## config.mk

```make
export PLATFORM = sky130hd
export DESIGN_NAME = debounce_toggle_gen_flat
export DESIGN_NICKNAME = d
export VERILOG_FILES = /design/src/rtl/debounce_toggle_gen_if.sv /design/src/rtl/debounce_toggle_gen.sv /design/src/flat_wrapper.sv
export SDC_FILE = /design/constraint.sdc
export NUM_CORES = 1
export LEC_CHECK = 0
export CAP_MARGIN = 40
export CORE_MARGIN = 2
export CORE_UTILIZATION = 30
export CTS_CLUSTER_DIAMETER = 40
export CTS_CLUSTER_SIZE = 12
export DETAILED_ROUTE_END_ITERATION = 7
export GPL_TIMING_DRIVEN = 0
export SETUP_SLACK_MARGIN = 0.05
export SLEW_MARGIN = 10
export SYNTH_ARGS = -nofsm -noshare
export SYNTH_HDL_FRONTEND = slang
export SYNTH_SLANG_ARGS = --single-unit
```

## constraint.sdc

```tcl
create_clock -name Clk -period 1.5 [get_ports Clk]
set_input_delay 0.225 -clock Clk [delete_from_list [all_inputs] [get_ports Clk]]
set_output_delay 0.225 -clock Clk [all_outputs]
set_load 0.05 [all_outputs]
```

## src/rtl/debounce_toggle_gen_if.sv

```systemverilog
// Button-side bundle of debounce_toggle_gen: raw button in, toggle pulse and
// debounced level out. The slave modport belongs to the debouncer.
interface debounce_toggle_gen_if;
  logic btn_in;
  logic T_out;
  logic btn_level;

  modport master (
    output btn_in,
    input  T_out,
    input  btn_level
  );

  modport slave (
    input  btn_in,
    output T_out,
    output btn_level
  );
endinterface

```

## src/rtl/debounce_toggle_gen.sv

```systemverilog
// Push-button front end for a toggle flip-flop: 2-FF synchronizer, debounce FSM,
// one-cycle T_out pulse per accepted press. Optional auto-repeat: AUTO_REPEAT_EN.
module debounce_toggle_gen #(
  parameter int DB_CYCLES     = 4,
  parameter int REPEAT_CYCLES = 8,
  parameter int CNT_W         = 8
) (
  input  logic                 Clk,
  input  logic                 rst,
  debounce_toggle_gen_if.slave bus
);

  typedef enum logic [1:0] {
    IDLE      = 2'd0,
    WAIT_HIGH = 2'd1,
    PRESSED   = 2'd2,
    WAIT_LOW  = 2'd3
  } state_t;

  localparam logic [CNT_W-1:0] DB_LAST = CNT_W'(DB_CYCLES - 1);

  if (DB_CYCLES < 2 || DB_CYCLES > (2 ** CNT_W) ||
      REPEAT_CYCLES < 1 || REPEAT_CYCLES > (2 ** CNT_W)) begin : g_bad_params
    $error("debounce_toggle_gen: DB_CYCLES/REPEAT_CYCLES out of range for CNT_W");
  end

  function automatic logic [CNT_W-1:0] cnt_inc(input logic [CNT_W-1:0] c);
    return c + CNT_W'(1);
  endfunction

  logic             s1_q, s1_d;
  logic             s2_q, s2_d;
  state_t           state_q, state_d;
  logic [CNT_W-1:0] db_cnt_q, db_cnt_d;
  logic             t_out_q, t_out_d;
  logic             btn_level_q, btn_level_d;

`ifdef AUTO_REPEAT_EN
  localparam logic [CNT_W-1:0] REP_LAST = CNT_W'(REPEAT_CYCLES - 1);
  logic [CNT_W-1:0] rep_cnt_q, rep_cnt_d;
`endif

  // Synchronizer stage: only s2_q is ever seen by the FSM.
  always_comb begin
    s1_d = bus.btn_in;
    s2_d = s1_q;
  end

  always_comb begin
    state_d  = state_q;
    db_cnt_d = db_cnt_q;
    t_out_d  = 1'b0;
`ifdef AUTO_REPEAT_EN
    rep_cnt_d = rep_cnt_q;
`endif
    case (state_q)
      IDLE: begin
        if (s2_q) begin
          state_d  = WAIT_HIGH;
          db_cnt_d = '0;
        end
      end
      WAIT_HIGH: begin
        if (!s2_q) begin
          state_d  = IDLE;
          db_cnt_d = '0;
        end else if (db_cnt_q == DB_LAST) begin
          state_d  = PRESSED;
          db_cnt_d = '0;
          t_out_d  = 1'b1;
`ifdef AUTO_REPEAT_EN
          rep_cnt_d = '0;
`endif
        end else begin
          db_cnt_d = cnt_inc(db_cnt_q);
        end
      end
      PRESSED: begin
        if (!s2_q) begin
          state_d  = WAIT_LOW;
          db_cnt_d = '0;
        end
`ifdef AUTO_REPEAT_EN
        else if (rep_cnt_q == REP_LAST) begin
          t_out_d   = 1'b1;
          rep_cnt_d = '0;
        end else begin
          rep_cnt_d = cnt_inc(rep_cnt_q);
        end
`endif
      end
      WAIT_LOW: begin
        // A return to high here is release bounce: back to PRESSED, no pulse.
        if (s2_q) begin
          state_d  = PRESSED;
          db_cnt_d = '0;
`ifdef AUTO_REPEAT_EN
          rep_cnt_d = '0;
`endif
        end else if (db_cnt_q == DB_LAST) begin
          state_d  = IDLE;
          db_cnt_d = '0;
        end else begin
          db_cnt_d = cnt_inc(db_cnt_q);
        end
      end
      default: begin
        state_d  = IDLE;
        db_cnt_d = '0;
      end
    endcase
    btn_level_d = (state_d == PRESSED) || (state_d == WAIT_LOW);
  end

  // Register stage: every flop is control, so all of them take the async reset.
  always_ff @(posedge Clk or negedge rst) begin
    if (!rst) begin
      s1_q        <= 1'b0;
      s2_q        <= 1'b0;
      state_q     <= IDLE;
      db_cnt_q    <= '0;
      t_out_q     <= 1'b0;
      btn_level_q <= 1'b0;
    end else begin
      s1_q        <= s1_d;
      s2_q        <= s2_d;
      state_q     <= state_d;
      db_cnt_q    <= db_cnt_d;
      t_out_q     <= t_out_d;
      btn_level_q <= btn_level_d;
    end
  end

`ifdef AUTO_REPEAT_EN
  always_ff @(posedge Clk or negedge rst) begin
    if (!rst) begin
      rep_cnt_q <= '0;
    end else begin
      rep_cnt_q <= rep_cnt_d;
    end
  end
`endif

  assign bus.T_out     = t_out_q;
  assign bus.btn_level = btn_level_q;

endmodule

```

## src/flat_wrapper.sv

```systemverilog
// flat-port wrapper written by rule: the top's interface ports become plain ports
module debounce_toggle_gen_flat 
#(
  parameter int DB_CYCLES     = 4,
  parameter int REPEAT_CYCLES = 8,
  parameter int CNT_W         = 8
)
  (Clk, rst, bus_btn_in, bus_T_out, bus_btn_level);
  debounce_toggle_gen_if bus_i ();
  input  logic Clk;
  input  logic rst;
  input wire logic [$bits(bus_i.btn_in)-1:0] bus_btn_in;
  output wire logic [$bits(bus_i.T_out)-1:0] bus_T_out;
  output wire logic [$bits(bus_i.btn_level)-1:0] bus_btn_level;
  assign bus_i.btn_in = bus_btn_in;
  assign bus_T_out = bus_i.T_out;
  assign bus_btn_level = bus_i.btn_level;
  debounce_toggle_gen #(.DB_CYCLES(DB_CYCLES), .REPEAT_CYCLES(REPEAT_CYCLES), .CNT_W(CNT_W)) u_core (.Clk(Clk), .rst(rst), .bus(bus_i));
endmodule
```

[Word level (Yosys, flattened, before mapping)]
Cells that the tools add are included.
Storage, ports and cells
  bits in registers: 14
  output and inout port bits: 2
  word-level logic and storage cells: 34
Operators by class
  add/sub/neg operators: 1
  eq/ne operators: 8
  muxes and demuxes: 16
  reductions and logical operators: 3
Operator list (count)
  two-way mux 8 bit: 5
  one-hot mux 8 bit (4 select lines): 1
  two-way mux 2 bit: 6
  adder 8 x 1 -> 8 bit, second input constant: 1
  equality test 2 bit, second input constant: 4
  equality test 8 x 2 -> 1 bit, second input constant: 1
  one-hot mux 2 bit (4 select lines): 1
  two-way mux 1 bit: 3
  equality test 2 x 1 -> 1 bit, second input constant: 1
  zero test 2 bit: 1
  inequality test 2 x 1 -> 1 bit, second input constant: 1
  inequality test 2 bit, second input constant: 1
  AND reduction 2 bit: 1
  logical OR 1 bit: 1

[Logic depth before layout (Yosys ltp)]
Gate-level depths: netlist (run 1).
  depth after elaboration: 6
  mapped depth: 6

[Worst setup path after synthesis (run 1)]
Ideal clock, no wire load.
  path type: reg2reg
  start: register u_core.db_cnt_q[0]
  end: register u_core.db_cnt_q[0]
  library setup time: 125 ps
  data arrival time: 1426 ps
  data required time: 1375 ps
  slack: -50 ps
  cell stages (with the launch flop): 6
  buffers on the path: 1
  cells stage by stage: dfrtp_1 -> ha_1 -> nor3b_1 -> a211oi_2 -> buf_6 -> mux2_2
Between the ends
  word-level cells in the longest chain between the ends: 4
  elaborated cells between the ends (all ways): 6
RTL lines
  from (decl): line debounce_toggle_gen.sv:34  | logic [CNT_W-1:0] db_cnt_q, db_cnt_d;
  from (signal assigned): line debounce_toggle_gen.sv:128  | db_cnt_q <= db_cnt_d;
  adder 8 x 1 -> 8 bit or equality test 8 x 2 -> 1 bit (tied branches): line debounce_toggle_gen.sv:28, debounce_toggle_gen.sv:67, debounce_toggle_gen.sv:100
  two-way mux 8 bit *: line debounce_toggle_gen.sv:67, debounce_toggle_gen.sv:100
  two-way mux 8 bit (on tied branches): line debounce_toggle_gen.sv:94, debounce_toggle_gen.sv:64
  one-hot mux 8 bit (4 select lines) *: line debounce_toggle_gen.sv:56  | case (state_q)
Mark *: on every way between the ends. The rest lies on a longest branch, timed or not.
A chain may end at the register's enable or synchronous reset.

[Worst setup path after layout (run 1)]
  start: register u_core.db_cnt_q[5]
  end: register u_core.db_cnt_q[0]
Between the ends
  word-level cells in the longest chain between the ends: 4
  elaborated cells between the ends (all ways): 5
RTL lines (line)
  equality test 8 x 2 -> 1 bit *: debounce_toggle_gen.sv:67, debounce_toggle_gen.sv:100
  two-way mux 8 bit *: debounce_toggle_gen.sv:67, debounce_toggle_gen.sv:100
  two-way mux 8 bit (on tied branches): debounce_toggle_gen.sv:94, debounce_toggle_gen.sv:64
  one-hot mux 8 bit (4 select lines) *: debounce_toggle_gen.sv:56
Marks and branches as above.

==> results of run 1 <==
==> layer usage <==
layer / up-vias / global-route usage, % / wire length (µm)
met3: 4 / 0.877 / 24
met5: - / 0 / 0
li1: 245 / - / -
met4: 0 / 8.11 / 53
met1: 244 / 12.4 / 535
met2: 7 / 19.5 / 615
==> sequential cells by signal, indices dropped and copies added (netlist names) <==
name	flops
u_core.s1_q	1
u_core.bus.T_out	1
u_core.bus.btn_level	1
u_core.s2_q	1
u_core.state_q	2
u_core.db_cnt_q	8
==> worst max-delay path, stage by stage (launching register included) <==
cell and delay [ns]:
dfrtp_1 0.47, nor4_4 0.34, a211oi_2 0.15, buf_4 0.18, mux2_2 0.25
==> kinds of logic after synthesis <==
logic type      count (synthesis)
buf+inv                         3
simple gates                   22
flops                          14
compound gates                 13
mux                             3
xor+xnor                        2
fa+ha+maj                       1
==> placed cells by master (no fill, tap or decap), types with 2 or more instances in the layout <==
master           instances
clkdlybuf4s50_1          2
dfrtp_1                 14
nand2_2                  2
a22o_1                   2
nand3_1                  4
nand2_1                  6
a31oi_1                  5
buf_4                    5
nor2_1                   2
mux2_1                   2
dlygate4sd2_1            2
clkbuf_4                 3
==> final cells by class <==
type / instances / area (µm²)
buffer: 2 / 16.3
clock buffer: 4 / 36.3
fill: 221 / 1310
inverter: 1 / 3.75
multi-input combinational: 41 / 320
sequential: 14 / 350
tap: 28 / 35.0
timing repair buffer: 9 / 75.1
==> through the flow <==
stage	total power [mW]	hold slack (ns)	instance area, µm²	utilization [%]	instances
2_1_floorplan	0.791	-0.0706	672	-	58
3_3_place_gp	0.886	0.335	747	34.8	90
3_5_place_dp	0.900	0.343	747	34.8	90
4_1_cts	1.26	0.352	837	39.0	99
5_1_grt	1.32	0.381	837	39.0	99
6_report	1.25	0.319	837	39.0	99
==> worst paths after layout <==
check / startpoint / end / slack, ns
setup / recovery: u_core.db_cnt_q[5] / u_core.db_cnt_q[0] / -0.005
hold / removal: rst / u_core.state_q[0] / 0.32
setup reg to reg: u_core.db_cnt_q[5] / u_core.db_cnt_q[0] / -0.005
hold reg to reg: u_core.s1_q / u_core.s2_q / 0.36
max in group asynchronous: rst / u_core.db_cnt_q[0] / 0.78
min in group Clk: u_core.s1_q / u_core.s2_q / 0.36
==> where the power goes <==
group / leakage [nW] / total [mW] / internal [mW] / switching [mW]
registers: 0.186 / 0.495 / 0.444 / 0.0513
logic: 0.180 / 0.482 / 0.211 / 0.270
clock network: 0.0210 / 0.275 / 0.148 / 0.127
==> Yosys cell counts (all sizes together) <==
| cell type | n | share of area [%] |
|---|---|---|
| and2 | 1 | 0.94 |
| nand3 | 4 | 3.0 |
| inv | 1 | 0.56 |
| nor3 | 1 | 0.75 |
| nor3b | 2 | 2.3 |
| a41oi | 2 | 3.8 |
| a22o | 2 | 2.6 |
| nor4 | 1 | 3.2 |
| nand2 | 8 | 4.5 |
| buf | 2 | 2.4 |
| ha | 1 | 1.9 |
| o21ai | 2 | 1.5 |
| xor2 | 1 | 1.3 |
| a31oi | 5 | 4.7 |
| nand4 | 1 | 0.94 |
| a211oi | 1 | 1.9 |
| dfrtp | 14 | 53 |
| nor2 | 2 | 1.1 |
| mux2 | 3 | 5.1 |
| and3 | 1 | 0.94 |
| and4 | 1 | 1.3 |
| xnor2 | 1 | 1.3 |
| o211ai | 1 | 1.1 |
==> timing repair <==
| action | 4_1_cts | 5_1_grt |
|---|---|---|
| pin swaps | 6 | 3 |
| resized for setup | 7 | 0 |
| cloned | 1 | 0 |
| buffers inserted | 4 | 0 |
| endpoints found under the setup margin | 11 | 9 |
| hold endpoints to repair | 0 | 0 |
==> results.tsv, run 1 <==
stage	metric	value	unit
routing	Via Count	500	
flow_run	Max Cap Violations	0	
placement	pre-CTS setup slack	-0.0738	ns
synthesis	Synth Area in Simple Gates	19.0	%
power_and_ir_drop	LEAKAGE	0.387	nW
routing	Total Routed Length	1.23	mm
synthesis	Synth Area in XOR/XNOR	2.64	%
run_status	status	complete, but fails checks	
synthesis	FF+latch count, synth	14	
synthesis	sequential area share after synthesis	52.7	%
placement	final HPWL from detailed placement	810	µm
global_route	Overflow after GRT	0	
sta	RSZ-0062 raised after global routing	yes	
synthesis	Mean Syn Cell Area	11.5	µm²
synthesis	cells after synthesis	58	
hold_path	HP Class	input pin to asynchronous set/reset pin	
clock_network	Root Driver	clkbuf_4	
sta	fin crit share	100	%
clock_network	Hold Buf Count CTS	0	
clock_network	total CTS buffers	3	
sta	Slew @ Worst Pin	0.617	ns
routing	DRT iter0 DRCs	10	
sta	max-slew violations	0	
layout	Area Growth Syn to Fin	26.0	%
sta	Fin Setup TNS	-0.00487	ns
layout	layout cell share with drive strength beyond 1	28.2	%
die	core area	2150	µm²
synthesis	largest family of logic cells by synthesized area	simple AND/OR/NAND/NOR gates	
die	die width	51.1	µm
clock_network	Clock Latency Late Sink	0.28	ns
routing	first-pass detailed-route iteration total	4	
clock_network	CTS tree	built	
synthesis	syn nets	62	
synthesis	synthesized area	664	µm²
setup_path	Worst Path Required	1.67	ns
routing	post-route ant nets	0	
routing	DRC errors left	0	
clock_network	CTS Buffer Depth	2	
setup_path	CP max FO	6	
run_status	failing checks	setup timing	
power_and_ir_drop	Peak VDD IR	0.722	mV
setup_path	Reg2Reg Depth	4	
sta	Worst slew margin	58.8	%
die	IO Count	5	
setup_path	Setup CP Type	flop to flop	
clock_network	Reg clk slew, reported paths	0.09	ns
sta	Clock Skew	0.00701	ns
die	row cnt	17	
sta	post-route worst setup slack	-0.00487	ns
global_route	largest net degree at the start of global routing	15	
setup_path	Worst Setup End Kind	flop	
routing	routed vias/inst	5.05	
layout	Nets	76	
synthesis	synth warn	0	
clock_network	clk sinks	14	
global_route	global-route wire length before repair	2.12	mm
clock_network	# H-tree levels	1	
sta	Final setup viols	1	
synthesis	mux contribution to synthesized area	5.08	%
sta	Final Hold Viols	0	
setup_path	Critical Path Start Type	flop	
synthesis	Yosys cell types	27	
synthesis	Synth Area in Compound Gates	15.6	%
die	die area	2610	µm²
global_route	initial antenna violation count	0	
routing	wire per inst	12.4	µm
setup_path	Worst EP arrival	1.67	ns
placement	PortBufs	4	
placement	RePlAce Congestion	0.796	
layout	ANT cells	0	
die	Starting Density	30.9	%
power_and_ir_drop	power per cell area	1500	nW/µm²
synthesis	Synth Area in Adders	1.88	%
die	Die Height	51.1	µm
global_route	Total GRT Usage	11.1	%
sta	Max Freq	0.665	GHz
global_route	vias in the first global route	480	
sta	Final min period	1.50	ns
Power figures use the tool's default switching activity.
==> run 2: changes to the inputs <==
--- a/config.mk
+++ b/config.mk
@@ -5,7 +5,7 @@
 export SDC_FILE = /design/constraint.sdc
 export NUM_CORES = 1
 export LEC_CHECK = 0
-export CAP_MARGIN = 40
+export CAP_MARGIN = 20
 export CORE_MARGIN = 2
 export CORE_UTILIZATION = 30
 export CTS_CLUSTER_DIAMETER = 40
==> results of run 2 <==
The final DEF is identical to that of run 1; final timing and power are the same.
